## config.mk

```make
export PLATFORM = sky130hd
export DESIGN_NAME = nn_pio_responder
export DESIGN_NICKNAME = d
export VERILOG_FILES = /design/src/rtl/nn_pio_responder.sv
export SDC_FILE = /design/constraint.sdc
export NUM_CORES = 1
export LEC_CHECK = 0
export CORE_ASPECT_RATIO = 0.9
export CORE_UTILIZATION = 35
export DETAILED_ROUTE_END_ITERATION = 8
export GPL_ROUTABILITY_DRIVEN = 1
export GPL_TIMING_DRIVEN = 0
export PLACE_DENSITY = 0.6
export RECOVER_POWER = 50
export SLEW_MARGIN = 20
export SYNTH_ARGS = -nofsm -noshare
export SYNTH_HDL_FRONTEND = slang
export SYNTH_SLANG_ARGS = --single-unit
export TNS_END_PERCENT = 50
```

## constraint.sdc

```tcl
create_clock -name clk_clk -period 4.4 [get_ports clk_clk]
set_clock_uncertainty 0.1 [all_clocks]
set_input_delay 0.66 -clock clk_clk [delete_from_list [all_inputs] [get_ports clk_clk]]
set_output_delay 0.66 -clock clk_clk [all_outputs]
set_load 0.02 [all_outputs]
```

## src/rtl/nn_pio_responder.sv

```systemverilog
// PIO handshake responder: executes CLEAR/MAC/READ/STATUS command words on one
// signed multiply-accumulate neuron and returns a 32-bit result under req/ack.
module nn_pio_responder #(
    parameter int ACC_W = 24,
    parameter int CNT_W = 8
) (
    input  logic        clk_clk,
    input  logic        reset_reset,
    input  logic        to_hw_sig,
    input  logic [31:0] to_sig_hw_port,
    output logic        to_sw_sig,
    output logic [31:0] to_isig_sw_port
);

    typedef enum logic [2:0] {IDLE, DECODE, MUL, ACC, ACK} state_t;

    localparam logic [1:0] OP_CLEAR  = 2'b00;
    localparam logic [1:0] OP_MAC    = 2'b01;
    localparam logic [1:0] OP_READ   = 2'b10;
    localparam logic [1:0] OP_STATUS = 2'b11;

    localparam logic signed [ACC_W-1:0] ACC_MAX = {1'b0, {(ACC_W-1){1'b1}}};
    localparam logic signed [ACC_W-1:0] ACC_MIN = {1'b1, {(ACC_W-1){1'b0}}};

    state_t state, state_nxt;

    // Only the fields that some opcode uses are kept; relu shares bit 0 with x.
    logic [1:0]               op;
    logic signed [7:0]        w;
    logic [7:0]               x;
    logic signed [16:0]       prod;
    logic signed [ACC_W-1:0]  acc;
    logic [CNT_W-1:0]         cnt;
    logic                     sat;

    logic                     load_resp;
    logic                     do_clear;
    logic                     do_acc;
    logic [31:0]              resp_nxt;
    logic signed [ACC_W:0]    sum;
    logic signed [ACC_W-1:0]  acc_nxt;
    logic                     ovf;
    logic [CNT_W-1:0]         cnt_inc;
    logic signed [16:0]       prod_nxt;
    logic [31:0]              acc_ext;

    logic unused_bits;
    assign unused_bits = ^to_sig_hw_port[29:16];

    assign prod_nxt = w * $signed({1'b0, x});
    assign sum      = (ACC_W+1)'(acc) + (ACC_W+1)'(prod);
    // Overflow shows up as disagreement between the two top bits of the wide sum.
    assign ovf      = sum[ACC_W] != sum[ACC_W-1];
    assign acc_nxt  = ovf ? (sum[ACC_W] ? ACC_MIN : ACC_MAX) : sum[ACC_W-1:0];
    assign cnt_inc  = (cnt == {CNT_W{1'b1}}) ? cnt : cnt + 1'b1;
    assign acc_ext  = 32'(acc);

    always_comb begin
        state_nxt = state;
        load_resp = 1'b0;
        do_clear  = 1'b0;
        do_acc    = 1'b0;
        resp_nxt  = 32'h0;
        case (state)
            IDLE: if (to_hw_sig) state_nxt = DECODE;
            DECODE: begin
                if (op == OP_MAC) begin
                    state_nxt = MUL;
                end else begin
                    state_nxt = ACK;
                    load_resp = 1'b1;
                    case (op)
                        OP_CLEAR:  do_clear = 1'b1;
                        OP_READ:   resp_nxt = (x[0] && acc[ACC_W-1]) ? 32'h0 : acc_ext;
                        OP_STATUS: resp_nxt = {16'h4E4E, sat, 15'(cnt)};
                        default:   resp_nxt = 32'h0;
                    endcase
                end
            end
            MUL: state_nxt = ACC;
            ACC: begin
                state_nxt = ACK;
                do_acc    = 1'b1;
                load_resp = 1'b1;
                resp_nxt  = 32'(cnt_inc);
            end
            ACK: if (!to_hw_sig) state_nxt = IDLE;
            default: state_nxt = IDLE;
        endcase
    end

    always_ff @(posedge clk_clk) begin
        if (reset_reset) begin
            state           <= IDLE;
            op              <= OP_CLEAR;
            w               <= '0;
            x               <= '0;
            prod            <= '0;
            acc             <= '0;
            cnt             <= '0;
            sat             <= 1'b0;
            to_sw_sig       <= 1'b0;
            to_isig_sw_port <= 32'h0;
        end else begin
            state <= state_nxt;
            // The data word is sampled only on the IDLE-exit edge.
            if (state == IDLE && to_hw_sig) begin
                op <= to_sig_hw_port[31:30];
                w  <= to_sig_hw_port[15:8];
                x  <= to_sig_hw_port[7:0];
            end
            if (state == MUL) prod <= prod_nxt;
            if (do_clear) begin
                acc <= '0;
                cnt <= '0;
                sat <= 1'b0;
            end
            if (do_acc) begin
                acc <= acc_nxt;
                cnt <= cnt_inc;
                if (ovf) sat <= 1'b1;
            end
            if (load_resp) to_isig_sw_port <= resp_nxt;
            if (load_resp)
                to_sw_sig <= 1'b1;
            else if (state == ACK && !to_hw_sig)
                to_sw_sig <= 1'b0;
        end
    end

endmodule
```

* Word level (Yosys, flattened, before mapping) *
Cells that the tools add are included.

cells by class
  mux-type cells = 26
  reductions and logical operators = 9
  equality and inequality tests = 11
  multipliers = 1
  add/sub/neg operators = 2

operators by type and width
  cell                 number
  $pmux 32 s2          2
  $mux 24              4
  $mux 32              2
  $add 24x17->25       1
  $mux 8               3
  $mul 8x9->17         1
  $pmux 3 s5           1
  $mux 1               10
  $mux 3               3
  $add 8x1->8 const B  1
  $eq 8x8->1 const B   1
  $eq 3x2->1 const B   2
  $eq 2x2->1 const B   2
  $ne 2x2->1 const B   2
  $reduce_bool 2->1    2
  $eq 3x1->1 const B   1
  $eq 3x3->1 const B   1
  $logic_and 1x1->1    3
  $logic_not 3->1      1
  $eq 2x1->1 const B   1
  $logic_not 2->1      1
  $pmux 1 s2           1
  $reduce_and 2->1     1
  $logic_not 1->1      1
  $ne 1x1->1           1

word-level totals
  bits in registers = 104
  bits of input ports = 35
  word-level logic and storage cells = 59
  output and inout port bits = 33

* Logic depth before layout (Yosys ltp) *
  depth after elaboration = 7
  mapped depth = 22
  gate-level depth less buffers = 21

* Worst setup path before layout *
OpenSTA, ideal clock, no wires.

  path kind = flip-flop to flip-flop
  start point = reg x[0]
  end point = reg prod[14]
  arrival = 4.310 ns
  data required time = 4.230 ns
  stages on the path, launching flop included = 19
  slack = -0.080 ns
  clock period less this slack = 4.480 ns
  setup time = 0.070 ns
  cells stage by stage = dfxtp_1 clkbuf_1 nand2b_1 fa_1 fa_1 inv_1 fa_1 inv_1 fa_1 inv_1 ha_1 o21ai_1 nand2b_1 a21o_1 a31o_2 a211oi_1 xnor2_1 nand2_1 a21oi_1

between the ends
  longest elaborated chain between the ends = 1

RTL lines
  item                    line  source
  from (decl)             30    logic [7:0] x;
  from (signal assigned)  110   x <= to_sig_hw_port[7:0];
  $mul 8x9->17            50    assign prod_nxt = w * $signed({1'b0, x});
  to (signal assigned)    112   if (state == MUL) prod <= prod_nxt;
  to (decl)               31    logic signed [16:0] prod;

Every way passes these cells.
A chain may end at the register's enable or synchronous reset.

* Final worst setup path *
  start point = reg w[3]
  end point = reg prod[14]

between the ends
  longest elaborated chain between the ends = 1

RTL lines
  item                    line  source
  from (decl)             29    logic signed [7:0] w;
  from (signal assigned)  109   w <= to_sig_hw_port[15:8];
  $mul 8x9->17            50

Every way passes these cells.

==> flow_summary.toml <==
[yosys]
yosysTopAreaCellShare_pct = 27.3
synth-edff-count = 0
yosysWarnings = 0
syn_nets = 1012
synth_area_leaders = "dfxtp_1, ha_1, fa_1"
synth_seq_cells = 97
ys_seq_area_share_pct = 27.3
syn_area_per_cell_um2 = 8.16
synth_top_cell_by_area = "dfxtp_1"
syn_area_um2 = 7110
synthArstFlopShare_pct = 0
synth-main-ff-cell = "dfxtp_1"
syn-instance-count = 871
synthDistinctLibCells = 55

[clocking]
clk_pin_slew_worst_paths_ns = 0.07
clockRootBuffer = "clkbuf_16"
cts_buffers = 9
cts_buffer_depth = 2
insertion_delay_ns = 0.36
cts.sinks = 97
tritoncts = "done"
htreeDepth = 3

[worst_setup_path]
ff2ff_path_depth = 17
critPathArrivalTime_ns = 4.47
worstPathRequired_ns = 4.59
start_kind = "flop"
reg2reg_to = "prod[14]$_SDFFE_PP0N_"
r2r-start = "w[3]$_SDFFE_PP0P_"
r2r_slack_ns = 0.12
critPathCaptureType = "flop"
worstSetupEndpoint = "prod[14]$_SDFFE_PP0N_"
path_max_fanout = 6
critPathKind = "reg2reg"
crit_path_start = "w[3]$_SDFFE_PP0P_"

[floorplanning]
num_rows = 49
core_area_um2 = 19900
start_util_pct = 35.7
die_area_um2 = 20900
die_w_um = 152
io_pins = 68
die_y_um = 137

[power_and_ir_drop]
powerDensity_nw_per_um2 = 235
switching_power_mw = 0.595
p_leak_nw = 3.88
swShare_pct = 28.7
sequentialPowerShare_pct = 44.2
ir_drop_v = 0.000204
power.total_mw = 2.07
pwr-share-comb_pct = 14.3
intPower_mw = 1.48
clkPwrFrac_pct = 41.5

[outcome]
violations = "design-rule violations"
outcome = "complete, but fails checks"

[finish]
area_delta_synth_final_pct = 23.9
final_common_cell = "nand2_1"
fin_util_pct = 44.2
antenna_cells = 0
layout_common_cells = "nand2_1, dfxtp_1, a21oi_1, nor2_1, ha_1"
drive_gt1_share_pct = 14.6
nets = 1105

[global_routing]
grt.total_usage_pct = 18.9
grt_max_degree = 20
antenna_found_initial = 1
grt_pass1_wl_um = 31300
grt-ovfl-total = 0
grt_pass1_vias = 6193

[timing]
setup_viol = 0
setup_slack_ns = 0.117
fin_crit_ns = 4.28
grt_setup_unrepaired = "true"
max_freq_mhz = 233
finalHoldViolations = 0
fin_crit_sh_pct = 97.3
worstMarginPinSlew_ns = 1.05
slew_viol_final = 0
hold_ws_ns = 0.361
relSlewSlack_pct = 29.7

[routing]
drc_errors = 5
wire_per_inst_um = 15.6
antenna_left = 0
drt_iter0_markers = 374
routed_wl_um = 19000
via_per_inst = 5.16
vias = 6315
firstDrtPassIters = 9

[hold_path]
hp-class = "reg2reg"
worstHoldPathCells = 2

[place]
io_buffers = 53
place_congestion = 0.857
pre_cts_ws_ns = -0.374
dp_hpwl_um = 14100

[flow_run]
maxCapViolCount = 0
==> layer usage <==
metal	vias to the layer above	part of all wire, %	global-route usage, %
met3	14	4.9	1.89
met2	147	45	30.5
met4	0	1.2	6.75
met5	-	0	0
li1	3166	-	-
met1	2988	49	26.4
==> flip-flops by register name, summed over array words and instances, names as in the netlist <==
name,cells
acc,24
cnt,8
op,2
prod,17
sat,1
state,3
to_isig_sw_port,25
to_sw_sig,1
w,8
x,8
==> layout make-up <==
| class | count | area [um2] |
|---|---|---|
| fillers | 1958 | 11100 |
| plain buffers | 39 | 194 |
| flip-flops and latches | 97 | 2000 |
| repair buffers | 85 | 798 |
| well taps | 255 | 319 |
| inverters | 60 | 225 |
| clock buffers | 9 | 225 |
| multi-input cells | 672 | 4940 |
| clock inverters | 7 | 98.8 |
==> cells in the mapped netlist, drive strengths merged (3+ instances only) <==
cell type / n
nand2b: 7
a211oi: 6
and2: 44
nand3: 12
nand2: 131
nor3: 12
dfxtp: 97
a22oi: 13
xor2: 10
inv: 59
o21ai: 51
nor2b: 10
clkbuf: 28
nand3b: 5
and3: 13
a221oi: 7
xnor2: 21
a41oi: 3
a31oi: 8
fa: 38
a222oi: 6
o211ai: 7
a21o: 13
or2: 3
buf: 14
a21oi: 84
nor2: 78
ha: 68
==> kinds of logic after synthesis <==
logic type / synth area share [%]
DFF: 27.3
buffers and inverters: 6.06
xor gates and xnor gates: 3.93
AOI/OAI and AO/OA: 19.3
adders and majority gates: 22.7
and+or+nand+nor: 20.8
==> critical path, cell delays in order, from the launching register on <==
cell	delay, ns
dfxtp_4	0.38
and2_4	0.15
fa_1	0.48
ha_1	0.30
inv_2	0.04
fa_1	0.50
fa_1	0.54
inv_2	0.05
ha_4	0.22
nor2b_4	0.13
o21ai_2	0.13
nand2b_1	0.11
a21o_1	0.22
a31o_4	0.27
a211oi_2	0.21
xnor2_1	0.14
nand2_1	0.07
a21oi_1	0.16
==> power groups by stage <==
stage / clock (mW) / combinational, mW / sequential [mW]
after floorplan: 0 / 0.161 / 0.927
after global placement: 0 / 0.235 / 0.938
after detailed placement: 0 / 0.235 / 0.938
after CTS: 0.878 / 0.256 / 0.916
after global routing: 0.916 / 0.335 / 0.919
final: 0.861 / 0.297 / 0.916
==> worst min-delay path by stage <==
stage	slack (ns)	endpoint	startpoint
floorplan	0.34	prod[10]$_SDFFE_PP0N_	prod[10]$_SDFFE_PP0N_
global placement	0.35	prod[10]$_SDFFE_PP0N_	prod[10]$_SDFFE_PP0N_
detailed placement	0.35	prod[8]$_SDFFE_PP0N_	prod[8]$_SDFFE_PP0N_
CTS	0.36	prod[8]$_SDFFE_PP0N_	prod[8]$_SDFFE_PP0N_
global route	0.38	prod[14]$_SDFFE_PP0N_	prod[14]$_SDFFE_PP0N_
finish	0.36	prod[13]$_SDFFE_PP0N_	prod[13]$_SDFFE_PP0N_
==> per-stage QoR <==
| step | std cells | area (um2) | TNS (ns) |
|---|---|---|---|
| floorplan | 871 | 7110 | 0 |
| global placement | 1179 | 7960 | -1.57 |
| detailed placement | 1179 | 7960 | -1.62 |
| CTS | 1210 | 8520 | 0 |
| global route | 1224 | 8800 | -0.196 |
| finish | 1224 | 8800 | 0 |
==> repair_timing <==
| item | 4_1_cts | 5_1_grt |
|---|---|---|
| setup endpoints to repair | 6 | 6 |
| hold buffers | 0 | 0 |
| gates resized for setup | 35 | 63 |
| buffers inserted | 18 | 14 |
| pin swaps | 13 | 43 |
Note: power is estimated with default switching activity, not from simulation.
==> RTL change 1 (same flow settings) <==
`ACC_W`: 24 -> 32.
--- a/src/rtl/nn_pio_responder.sv
+++ b/src/rtl/nn_pio_responder.sv
@@ -1,7 +1,7 @@
 // PIO handshake responder: executes CLEAR/MAC/READ/STATUS command words on one
 // signed multiply-accumulate neuron and returns a 32-bit result under req/ack.
 module nn_pio_responder #(
-    parameter int ACC_W = 24,
+    parameter int ACC_W = 32,
     parameter int CNT_W = 8
 ) (
     input  logic        clk_clk,
Function: no difference found for any inputs over 4 cycles, from zero or initial values and one cycle with reset_reset high; that may be too few to reach the edited logic, so the function may still have changed.
==> RTL change 1 against the unedited design <==
- via count increased by 19%
- worst setup slack improved by 63 ps
- cell area is 11% higher
- first-iteration DRC count grew 49%
- the flow still finishes with violations (design-rule violations)
- sequential cell count grew 15
- power rose by 6.8%
- wire length up 20%
- hold slack hardly changed
- die area rose by 18%
- clock power is 3.6% higher
- synthesized area rose by 18%
- sequential power grew 16%
==> RTL change 1: results (changes against the unedited design) <==
| Metric | Value |
|---|---|
| Outcome | `complete, but fails checks` |
| Failing checks | `design-rule violations` |
| Worst-margin pin slew | `934 ps (-113 ps)` |
| Layout cells sized above 1 | `8.98% (-5.6 points)` |
| Buffers added on ports | `52 (-1.9%)` |
| Clock Power | `0.000892 W (+3.6%)` |
| Worst endpoint data arrival time | `4420 ps (-50 ps)` |
| Complex-gate fraction of the synthesized area | `23.7% (+4.5 points)` |
| Sink Count | `112 (+15%)` |
| Setup Buffers After CTS | `0 (-18)` |
| Synth area leaders | `dfxtp_1 (27%), ha_1 (11%), fa_1 (9.0%), a21oi_1 (6.3%), nand2_1 (6.2%)` |
| Static Leakage | `4.23 nW (+9.1%)` |
| Area occupied by multi-input gates | `5790 µm² (+17%)` |
| ClkCell Share | `3.29% (-0.39 points)` |
| Biggest regs | `acc (32), to_isig_sw_port (32), prod (17)` |
| Finished Cell Area | `9780 µm² (+11%)` |
| Met3 routed WL | `1180 µm (+27%)` |
| DRC | `8 (+3)` |
| XOR/XNOR Fraction of Synth Area | `4.06% (+0.13 points)` |
| Post-placement worst setup slack | `-478 ps (-105 ps)` |
| DPL Wire Length | `17900 µm (+27%)` |
| FILL cells | `2397 (+22%)` |
| Met2 wire length | `10500 µm (+22%)` |
| Buffering overhead | `7.88% (-3.4 points)` |
| Comb group | `0.000262 W (-12%)` |
| First-pass GRT wire length | `37600 µm (+20%)` |
| Sequential element share of the synthesized area | `26.6% (-0.70 points)` |
==> RTL change 1: cell count changes in the layout (fill, tap and decap cells not counted), sizes merged, moves of 7 or more <==
cell,delta
inv,+8
nand2,+7
dfxtp,+15
a21oi,+23
o21ai,-18
nor2,-22
a311oi,+15
ha,+8
a221o,+8
buf,-29
clkbuf,+10
o21a,+8
==> RTL change 1: timing repair <==
item | CTS | global route
gates resized for setup | 23 | 23
pin swaps | 0 | 7
setup endpoints to repair | 7 | 7
==> RTL change 1: worst paths after layout <==
check / startpoint / to / slack, ps / depth (start not counted)
worst max-delay path: w[0]$_SDFFE_PP0P_ / prod[14]$_SDFFE_PP0N_ / 180 / 19
worst min-delay path: prod[15]$_SDFFE_PP0N_ / prod[15]$_SDFFE_PP0N_ / 360 / 2
worst max register to register: w[0]$_SDFFE_PP0P_ / prod[14]$_SDFFE_PP0N_ / 180 / 19
worst min register to register: prod[15]$_SDFFE_PP0N_ / prod[15]$_SDFFE_PP0N_ / 360 / 2
==> RTL change 2 (same flow settings) <==
Without the edit above. Register the output `to_isig_sw_port` once more, cleared by the reset; this adds one clock of latency there. The other outputs are not delayed to match.
--- a/src/rtl/nn_pio_responder.sv
+++ b/src/rtl/nn_pio_responder.sv
@@ -21,6 +21,8 @@
 
     localparam logic signed [ACC_W-1:0] ACC_MAX = {1'b0, {(ACC_W-1){1'b1}}};
     localparam logic signed [ACC_W-1:0] ACC_MIN = {1'b1, {(ACC_W-1){1'b0}}};
+
+    logic [31:0] to_isig_sw_port_s0;
 
     state_t state, state_nxt;
 
@@ -100,7 +102,7 @@
             cnt             <= '0;
             sat             <= 1'b0;
             to_sw_sig       <= 1'b0;
-            to_isig_sw_port <= 32'h0;
+            to_isig_sw_port_s0 <= 32'h0;
         end else begin
             state <= state_nxt;
             // The data word is sampled only on the IDLE-exit edge.
@@ -120,7 +122,7 @@
                 cnt <= cnt_inc;
                 if (ovf) sat <= 1'b1;
             end
-            if (load_resp) to_isig_sw_port <= resp_nxt;
+            if (load_resp) to_isig_sw_port_s0 <= resp_nxt;
             if (load_resp)
                 to_sw_sig <= 1'b1;
             else if (state == ACK && !to_hw_sig)
@@ -128,4 +130,12 @@
         end
     end
 
+    always_ff @(posedge clk_clk) begin
+        if (reset_reset) begin
+            to_isig_sw_port <= '0;
+        end else begin
+            to_isig_sw_port <= to_isig_sw_port_s0;
+        end
+    end
+
 endmodule
Formal check against the unedited RTL: not equivalent (a bounded check fails within 4 cycles, from zero or initial values and one cycle with reset_reset high).
==> RTL change 2 against the unedited design <==
- hold slack got worse by 6.3 ps
- cell area rose by 9.3%
- sequential power rose by 26%
- sequential cell count rose by 25
- wire length rose by 6.3%
- synthesized cell count rose by 3.7%
- worst setup slack improved by 71 ps
- power rose by 36%
- synthesized area rose by 11%
- critical endpoint is now prod[16]$_SDFFE_PP0N_
- largest cell class unchanged
==> RTL change 2: results (changes against the unedited design) <==
| Metric | Value |
|---|---|
| Outcome | `completed` |
| GRT Resource Usage Total | `18.4% (-0.54 points)` |
| Synth area leaders | `dfxtp_1 (31%), ha_1 (11%), fa_1 (9.7%), nand2_1 (4.6%), a21oi_1 (4.6%)` |
| Buffers added on ports | `53 (unchanged)` |
| First-pass DRT Iterations | `7 (-2)` |
| Vias in the first global route | `6360 (+2.7%)` |
| Syn nets | `1044 (+3.2%)` |
| Antenna violations before repair | `0 (-1)` |
| Post-synthesis cell type count | `67 (+22%)` |
| Antenna Cells | `0 (unchanged)` |
| Static Leakage | `4.16 nW (+7.2%)` |
| Worst endpoint data arrival time | `4410 ps (-60 ps)` |
| DPL Wire Length | `15100 µm (+7.0%)` |
| Hold Crit Class | `flop to flop` |
| Complex-gate fraction of the synthesized area | `17.8% (-1.4 points)` |
| Layout cells sized above 1 | `12.8% (-1.7 points)` |
| Nets | `1127 (+2.0%)` |
| Sequential element share of the synthesized area | `31.0% (+3.7 points)` |
| H-tree depth | `4 (+1)` |
| Via count | `6625 (+4.9%)` |
| Number of buffers created by CTS | `17 (+8)` |
| Ys async rst share | `0% (unchanged)` |
| Routability cong. | `0.893 (+4.3%)` |
| XOR/XNOR Fraction of Synth Area | `3.12% (-0.81 points)` |
| Commonest cells in the netlist | `dfxtp_1 (122), nand2_1 (97), a21oi_1 (72), ha_1 (68), inv_1 (66)` |
| Largest net degree at the start of global routing | `17 (-15%)` |
| Routed length per instance | `15.7 µm (+0.89%)` |
| Max-Slew Margin vs Limit | `47.1% (+17 points)` |
| VDD IR max | `251 µV (+23%)` |
| Yosys warns | `0 (unchanged)` |
| CTS Buffer Depth | `2 (unchanged)` |
| Sink Count | `122 (+26%)` |
| Biggest regs | `to_isig_sw_port (25), to_isig_sw_port_s0 (25), acc (24)` |
| Clk pin slew, worst setup/hold paths | `60 ps` |
| Area share of fa/ha/maj cells after synthesis | `20.9% (-1.8 points)` |
| First-pass GRT wire length | `33100 µm (+5.5%)` |
| Multiplexer share of the synthesized area | `0.588% (+0.59 points)` |
| Clk_lat worst skew | `440 ps (+80 ps)` |
| R2R Setup Slk | `190 ps (+70 ps)` |
| 1st-iter DRT viols | `471 (+26%)` |
| Clk root buf | `clkbuf_16` |
| FILL cells | `2153 (+10%)` |
| Crit path max fanout | `9 (+3)` |
## RTL change 2: area by class of cell
type | count | share of cell area [%]
buffer | 45 | 2.26
timing repair buffer | 67 | 6.59
tap | 291 | 3.78
sequential | 122 | 25.9
inverter | 66 | 2.60
clock inverter | 15 | 1.60
clock buffer | 17 | 4.42
multi-input combinational | 667 | 52.8
## RTL change 2: power by group
part | internal [W] | switching [W]
clock | 0.000798 | 0.000590
combinational | 0.000112 | 0.000160
sequential | 0.00112 | 0.0000310
total | 0.00203 | 0.000780
## RTL change 2: cells by family after synthesis
| logic type | after synthesis |
|---|---|
| compound gates | 203 |
| xor+xnor | 28 |
| buf+inv | 114 |
| simple gates | 323 |
| flops | 122 |
| fa+ha+maj | 109 |
| mux | 4 |
## RTL change 2: timing repair
item / CTS / global route
pin swaps: 5 / 27
hold buffers: 0 / 0
gates cloned: 0 / 0
setup endpoints to repair: 7 / 7
setup buffers: 3 / 11
resized for setup: 28 / 42
## RTL change 2: per-stage QoR
stage | area, µm² | hold slack, ps | setup WS (ps) | total power, W | cells
3_3_place_gp | 8760 | 336 | -446 | 0.00142 | 1247
5_1_grt | 9630 | 376 | -27.7 | 0.00293 | 1290
3_5_place_dp | 8760 | 348 | -437 | 0.00142 | 1247
6_report | 9630 | 354 | 188 | 0.00281 | 1290
2_1_floorplan | 7870 | 327 | 3.99 | 0.00133 | 903
4_1_cts | 9420 | 358 | 19.0 | 0.00281 | 1279
## RTL change 2: final timing paths
kind	cells past startpoint	from	to
worst max-delay path	19	x[3]$_SDFFE_PP0P_	prod[16]$_SDFFE_PP0N_
worst min-delay path	2	to_isig_sw_port_s0[30]$_SDFFE_PP0P_	to_isig_sw_port_s0[30]$_SDFFE_PP0P_
worst max register to register	19	x[3]$_SDFFE_PP0P_	prod[16]$_SDFFE_PP0N_
worst min register to register	2	to_isig_sw_port_s0[30]$_SDFFE_PP0P_	to_isig_sw_port_s0[30]$_SDFFE_PP0P_
## RTL change 2: per-layer routing
metal / wire length [µm] / GRT usage (%) / vias up
li1: - / - / 3311
met1: 10100 / 25.6 / 3147
met2: 8790 / 28.3 / 143
met3: 1040 / 3.81 / 24
met4: 321 / 6.17 / 0
met5: 0 / 0 / -
## RTL change 2: worst max-delay path: stages, from the launching register on
cell      delay [ps]
dfxtp_4          380
and2_1           150
ha_1             270
inv_1             60
fa_1             490
inv_1             40
ha_1             260
inv_1             50
fa_1             440
inv_1             80
ha_2             180
inv_2             40
fa_2             360
nor2b_2          130
o21a_1           200
o21ai_2          100
a211oi_2         330
o31ai_2          130
xnor2_1          200
a211oi_1          90
